`config.mk`:
```
export PLATFORM = sky130hd
export DESIGN_NAME = baccarat_ctrl
export DESIGN_NICKNAME = d
export VERILOG_FILES = /design/src/rtl/baccarat_ctrl.sv
export SDC_FILE = /design/constraint.sdc
export NUM_CORES = 1
export LEC_CHECK = 0
export ABC_CLOCK_PERIOD_IN_PS = 4100
export BUFFER_PORTS_ARGS = -buffer_cell sky130_fd_sc_hd__buf_2
export CORE_UTILIZATION = 45
export CTS_BUF_LIST = sky130_fd_sc_hd__clkbuf_16
export DETAILED_ROUTE_END_ITERATION = 16
export GPL_TIMING_DRIVEN = 0
export PLACE_DENSITY_LB_ADDON = 0.3
export SETUP_SLACK_MARGIN = 0.02
export SYNTH_ARGS = -nofsm -noshare
export SYNTH_HDL_FRONTEND = slang
export SYNTH_SLANG_ARGS = --single-unit
```
`constraint.sdc`:
```
create_clock -name slow_clock -period 4.1 [get_ports slow_clock]
set_input_delay 0.615 -clock slow_clock [delete_from_list [all_inputs] [get_ports slow_clock]]
set_output_delay 0.615 -clock slow_clock [all_outputs]
set_load 0.005 [all_outputs]
```
`src/rtl/baccarat_ctrl.sv`:
```
// Purpose : sequencing FSM for the baccarat datapath; pulses card load enables, applies
//           the third-card rules from the datapath hand totals and drives the win lights.
// Latency : RESULT is entered 6/7/8/9 edges after reset release (natural / dealer-only
//           draw / player-only draw / both draw).
// Backpressure: none; the datapath always captures a card on the edge leaving a DEAL/DRAW state.
//
// Ports:
//   slow_clock        single clock, rising edge
//   resetb            asynchronous active-low reset (forces IDLE, all outputs low)
//   pscore, dscore    player / dealer hand totals (0-9) from the datapath
//   pcard3            player third card rank (1-13) from the datapath register
//   load_pcard1..3    one-cycle load enables for the player card registers
//   load_dcard1..3    one-cycle load enables for the dealer card registers
//   player_win_light  player wins (both lights high means a tie)
//   dealer_win_light  dealer wins
//   round_done        high while in RESULT
//
// Optional build macro: AUTO_RESTART_EN
//   defined   : RESULT lasts RESULT_HOLD cycles, then IDLE and a new round starts.
//   undefined : RESULT is terminal until reset; RESULT_HOLD is ignored.

module baccarat_ctrl #(
  parameter int RESULT_HOLD = 4
) (
  input  logic       slow_clock,
  input  logic       resetb,
  input  logic [3:0] pscore,
  input  logic [3:0] dscore,
  input  logic [3:0] pcard3,
  output logic       load_pcard1,
  output logic       load_pcard2,
  output logic       load_pcard3,
  output logic       load_dcard1,
  output logic       load_dcard2,
  output logic       load_dcard3,
  output logic       player_win_light,
  output logic       dealer_win_light,
  output logic       round_done
);

  // Elaboration-time range guard for the hold count (the counter is 4 bits wide).
  if (RESULT_HOLD < 1 || RESULT_HOLD > 15) begin : g_bad_hold
    $error("baccarat_ctrl: RESULT_HOLD must be in 1..15");
  end

  typedef enum logic [3:0] {
    S_IDLE      = 4'd0,
    S_DEAL_P1   = 4'd1,
    S_DEAL_D1   = 4'd2,
    S_DEAL_P2   = 4'd3,
    S_DEAL_D2   = 4'd4,
    S_EVAL      = 4'd5,
    S_DRAW_P3   = 4'd6,
    S_BANK_EVAL = 4'd7,
    S_DRAW_D3   = 4'd8,
    S_RESULT    = 4'd9
  } state_t;

  state_t state;
  state_t state_nxt;

  // Face cards and tens count as zero.
  logic [3:0] pcard3_val;
  assign pcard3_val = (pcard3 > 4'd9) ? 4'd0 : pcard3;

  // Dealer third-card rule once the player has taken a third card.
  logic dealer_draws;
  always_comb begin
    dealer_draws = 1'b0;
    case (dscore)
      4'd0, 4'd1, 4'd2: dealer_draws = 1'b1;
      4'd3:             dealer_draws = (pcard3_val != 4'd8);
      4'd4:             dealer_draws = (pcard3_val >= 4'd2) && (pcard3_val <= 4'd7);
      4'd5:             dealer_draws = (pcard3_val >= 4'd4) && (pcard3_val <= 4'd7);
      4'd6:             dealer_draws = (pcard3_val == 4'd6) || (pcard3_val == 4'd7);
      default:          dealer_draws = 1'b0;
    endcase
  end

  logic natural;
  assign natural = (pscore >= 4'd8) || (dscore >= 4'd8);

`ifdef AUTO_RESTART_EN
  localparam logic [3:0] HOLD_LAST = 4'(RESULT_HOLD - 1);
  logic [3:0] hold_cnt;
  logic       hold_done;
  assign hold_done = (hold_cnt >= HOLD_LAST);
`endif

  always_comb begin
    state_nxt = S_IDLE;
    case (state)
      S_IDLE:    state_nxt = S_DEAL_P1;
      S_DEAL_P1: state_nxt = S_DEAL_D1;
      S_DEAL_D1: state_nxt = S_DEAL_P2;
      S_DEAL_P2: state_nxt = S_DEAL_D2;
      S_DEAL_D2: state_nxt = S_EVAL;
      S_EVAL: begin
        // Natural wins take priority; otherwise player 0-5 draws, 6-7 stands and
        // the dealer then draws on 0-5.
        if (natural)
          state_nxt = S_RESULT;
        else if (pscore <= 4'd5)
          state_nxt = S_DRAW_P3;
        else if (dscore <= 4'd5)
          state_nxt = S_DRAW_D3;
        else
          state_nxt = S_RESULT;
      end
      S_DRAW_P3:   state_nxt = S_BANK_EVAL;
      S_BANK_EVAL: state_nxt = dealer_draws ? S_DRAW_D3 : S_RESULT;
      S_DRAW_D3:   state_nxt = S_RESULT;
      S_RESULT: begin
`ifdef AUTO_RESTART_EN
        state_nxt = hold_done ? S_IDLE : S_RESULT;
`else
        state_nxt = S_RESULT;
`endif
      end
      default: state_nxt = S_IDLE;  // unused encodings recover to IDLE
    endcase
  end

  // State plus registered Moore outputs; each output is the decode of the state
  // being entered, so it is in lock-step with the state register.
  always_ff @(posedge slow_clock or negedge resetb) begin
    if (!resetb) begin
      state       <= S_IDLE;
      load_pcard1 <= 1'b0;
      load_pcard2 <= 1'b0;
      load_pcard3 <= 1'b0;
      load_dcard1 <= 1'b0;
      load_dcard2 <= 1'b0;
      load_dcard3 <= 1'b0;
      round_done  <= 1'b0;
    end else begin
      state       <= state_nxt;
      load_pcard1 <= (state_nxt == S_DEAL_P1);
      load_dcard1 <= (state_nxt == S_DEAL_D1);
      load_pcard2 <= (state_nxt == S_DEAL_P2);
      load_dcard2 <= (state_nxt == S_DEAL_D2);
      load_pcard3 <= (state_nxt == S_DRAW_P3);
      load_dcard3 <= (state_nxt == S_DRAW_D3);
      round_done  <= (state_nxt == S_RESULT);
    end
  end

`ifdef AUTO_RESTART_EN
  // Counts cycles spent in RESULT; cleared on the edge that enters RESULT.
  always_ff @(posedge slow_clock or negedge resetb) begin
    if (!resetb)
      hold_cnt <= 4'd0;
    else if ((state_nxt == S_RESULT) && (state != S_RESULT))
      hold_cnt <= 4'd0;
    else if (state == S_RESULT)
      hold_cnt <= hold_cnt + 4'd1;
  end
`endif

  // Lights follow the live scores but only mean anything in RESULT.
  assign player_win_light = (state == S_RESULT) && (pscore >= dscore);
  assign dealer_win_light = (state == S_RESULT) && (dscore >= pscore);

endmodule

```
-- Word level (Yosys, flattened, before mapping)
Index checks and enable logic that the tools add are counted.
- flip-flop bits (word level): 11
- logic and storage cells: 60
- $lt $le $gt $ge: 10
- eq/ne operators: 25
- multiplexer cells: 7
- reductions and logical operators: 10
- operators with widths (cell ; number):
    == test 4 x 3 -> 1 bit (second input constant) ; 11
    one-hot mux 4 bit (9 select lines) ; 1
    == test 4 x 2 -> 1 bit (second input constant) ; 6
    == test 4 bit (second input constant) ; 4
    == test 4 x 1 -> 1 bit (second input constant) ; 3
    <= comparator 4 x 3 -> 1 bit (second input constant) ; 3
    two-way mux 4 bit ; 3
    >= comparator 4 bit ; 2
    >= comparator 4 bit (second input constant) ; 2
    logical NOT 4 bit ; 2
    one-hot mux 1 bit (5 select lines) ; 1
    >= comparator 4 x 2 -> 1 bit (second input constant) ; 1
    >= comparator 4 x 3 -> 1 bit (second input constant) ; 1
    greater-than comparator 4 bit (second input constant) ; 1
    logical AND 1 bit ; 4
    != test 4 bit (second input constant) ; 1
    OR reduction 3 bit ; 1
    logical OR 1 bit ; 2
    two-way mux 1 bit ; 2
    OR reduction 2 bit ; 1

-- Logic depth before layout (Yosys ltp)
- depth in word-level cells: 8
- mapped depth: 6

-- Least setup slack after synthesis
Ideal clock, no wire load.
- kind: in2out
- start: in pscore[1]
- end: out dealer_win_light
- arrival time: 1.595 ns
- path slack: 1.890 ns
- stages on the path: 6
- path through: inv_1 -> ha_1 -> nor2b_1 -> o21a_1 -> o21a_1 -> o31a_1
- longest elaborated chain between the ends: 2
- RTL lines (element ; RTL line ; RTL):
    from (decl) ; 27 ; input logic [3:0] pscore,
    >= comparator 4 bit ; 162 ; assign dealer_win_light = (state == S_RESULT) && (dscore >= pscore);
    logical AND 1 bit ; 162 ;
    to (decl) ; 37 ; output logic dealer_win_light,
Every way passes these cells.

-- Worst setup path after layout
Ends and elaborated chain as after synthesis.

==> flow_metrics.env <==
export IMPL_io_buffers=22
export IMPL_ys_ff_latch=11
export IMPL_initial_core_util=0.491
export IMPL_area_growth_pct=32.1
export IMPL_post_route_period_util=0.604
export IMPL_crit_type="primary input to output port"
export IMPL_fin_skew_ns=0.00294
export IMPL_leakage_nw=0.452
export IMPL_drv_slew=0
export IMPL_drc=0
export IMPL_p_per_area_nw_per_um2=607
export IMPL_setup_viol=0
export IMPL_via_per_inst=5.39
export IMPL_final_common_cell="buf_2"
export IMPL_synth_cells=68
export IMPL_holdCritPathClass="primary input to asynchronous set/reset pin"
export IMPL_die_area_um2=1590
export IMPL_ys_flop_type="dfrtp_1"
export IMPL_peakVddDrop_mv=0.235
export IMPL_post_cts_buffers=0
export IMPL_clk_pin_slew_ns=0.04
export IMPL_nets=113
export IMPL_antenna_cells=0
export IMPL_hold_viol_final=0
export IMPL_synth_edff_count=0
export IMPL_seq_area_um2=275
export IMPL_cts_tree="done"
export IMPL_slew_headroom=0.724
export IMPL_status="complete, no violations"
export IMPL_timing_hold_ws_ns=0.239
export IMPL_ys_types=25
export IMPL_layout_drive_gt1_share=0.319
export IMPL_overflow=0
export IMPL_ctsLongestPathBuffers=2
export IMPL_grt_pass1_vias=500
export IMPL_setup_tns_ns=0
export IMPL_min_period_ns=2.47
export IMPL_antenna_found_initial=0
export IMPL_finalPower_w=0.000519
export IMPL_cts_sinks=11
export IMPL_grt_max_degree=12
export IMPL_syn_cell_area_um2=647
export IMPL_drt_wl_total_mm=1.25
export IMPL_die_width_um=39.9
export IMPL_ys_async_sr_fraction=1.00
export IMPL_grtUsageMet3=0.0341
export IMPL_final_cell_area_um2=855
export IMPL_synth_yosys_seq_area_share=0.426
export IMPL_worst_slew_pin_slew_ns=0.410
export IMPL_cp_max_fo=3
export IMPL_postPlaceCellArea_um2=776
export IMPL_use_met1=0.224
export IMPL_clockRootBuffer="clkbuf_16"
export IMPL_start_kind="primary input"
export IMPL_final_antenna_net_count=0
export IMPL_clk_latency_ns=0.23
export IMPL_via_count=587
export IMPL_rsz0062_at_grt="no"
export IMPL_die_h_um=39.9
export IMPL_max_clock_freq_mhz=404
export IMPL_end_kind="output port"
export IMPL_wl_per_cell_um=11.4
export IMPL_cts_htree_levels=1
export IMPL_filler_cell_count=121
export IMPL_postCtsHoldBufs=0
export IMPL_busiest_layer="met2"
export IMPL_io_pins=23
export IMPL_required_ns=3.48
export IMPL_firstDrtPassIters=4
export IMPL_grt_pass1_wl_mm=2.05
export IMPL_hpwl_um=935
export IMPL_syn_area_per_cell_um2=9.51
export IMPL_grt_use_met2=0.335
export IMPL_synth_nets=86
export IMPL_multi_input_area_um2=334
export IMPL_ctsResizeCount=0
export IMPL_crit_arrival_ns=1.86
export IMPL_cts_made_buffers=3
export IMPL_core_region_area_um2=1320
export IMPL_groute_usage_overall=0.191
export IMPL_rows=13
export IMPL_drtIter0Drc=7
export IMPL_yosysWarnings=0
export IMPL_routabilityCongestion=0.756
export IMPL_layout_common_cells="buf_2, dfrtp_1, inv_1"
export IMPL_maxCapViolCount=0
cells in the mapped netlist (all sizes together), types with 2 or more instances:
library cell	count	area share
nor2	5	0.029
o21ai	3	0.023
ha	4	0.077
nor3	4	0.031
nor4b	2	0.027
o31ai	2	0.023
or3b	2	0.027
a211o	2	0.027
a21oi	3	0.023
nand2b	4	0.039
dfrtp	11	0.43
o21a	2	0.023
inv	6	0.035
nand2	5	0.029
buf	3	0.023
worst max-delay path, stage by stage:
cell and delay [ns]:
buf_2 0.11, inv_1 0.04, ha_1 0.28, nor2b_1 0.13
o21a_1 0.16, o21a_1 0.17, o31a_1 0.22, buf_2 0.12
cell families (layout without fill, tap and decap cells):
kind of cell	Yosys count	count (layout)	share of synthesized area
adder cells (fa/ha/maj)	4	4	0.0774
AND/OR/NAND/NOR	28	28	0.255
flip-flops	11	11	0.426
AO/OA/AOI/OAI	16	16	0.184
buffers and inverters	9	35	0.0580
metal layers:
| layer | routed length, um | up-vias |
|---|---|---|
| met3 | 61 | 2 |
| met4 | 16 | 0 |
| met5 | 0 | - |
| met1 | 556 | 265 |
| li1 | - | 296 |
| met2 | 610 | 24 |
worst paths after layout:
check                           from               end  slack [ns]  cells after the start
max in group asynchronous     resetb          state[1]        3.66                      1
hold reg to reg             state[3]          state[1]        0.60                      2
setup / recovery           pscore[1]  dealer_win_light        1.63                      8
min in group slow_clock     state[3]          state[1]        0.60                      2
setup reg to reg            state[3]       load_dcard3        2.62                      5
hold / removal                resetb          state[3]        0.24                      1
where the power goes:
part / total (W) / switching [W] / internal, W / leakage (nW)
Clock: 0.000173 / 0.0000456 / 0.000128 / 0.0423
Combinational: 0.000178 / 0.000102 / 0.0000757 / 0.266
Sequential: 0.000167 / 0.0000173 / 0.000150 / 0.144
Total: 0.000519 / 0.000165 / 0.000354 / 0.452
sequential cells by signal (all words and copies together) (netlist names):
signal and count:
load_pcard1 1, state 4, load_dcard1 1, load_dcard3 1, round_done 1, load_dcard2 1
load_pcard2 1, load_pcard3 1
metrics by stage:
stage                     instances  setup WS (ns)  utilization
final                           109           1.63        0.649
after global routing            109           1.52        0.649
after CTS                       109           1.62        0.649
after detailed placement        105           1.62        0.589
after global placement          105           1.63        0.589
after floorplan                  68           1.89            -
area by class of cell:
cell class	instances	area share
clock buffers	3	0.0878
plain buffers	3	0.0176
flip-flops and latches	11	0.322
repair buffers	22	0.129
well taps	15	0.0220
clock inverters	1	0.00439
multi-input cells	48	0.391
inverters	6	0.0264
Power figures use the tool's default switching activity.
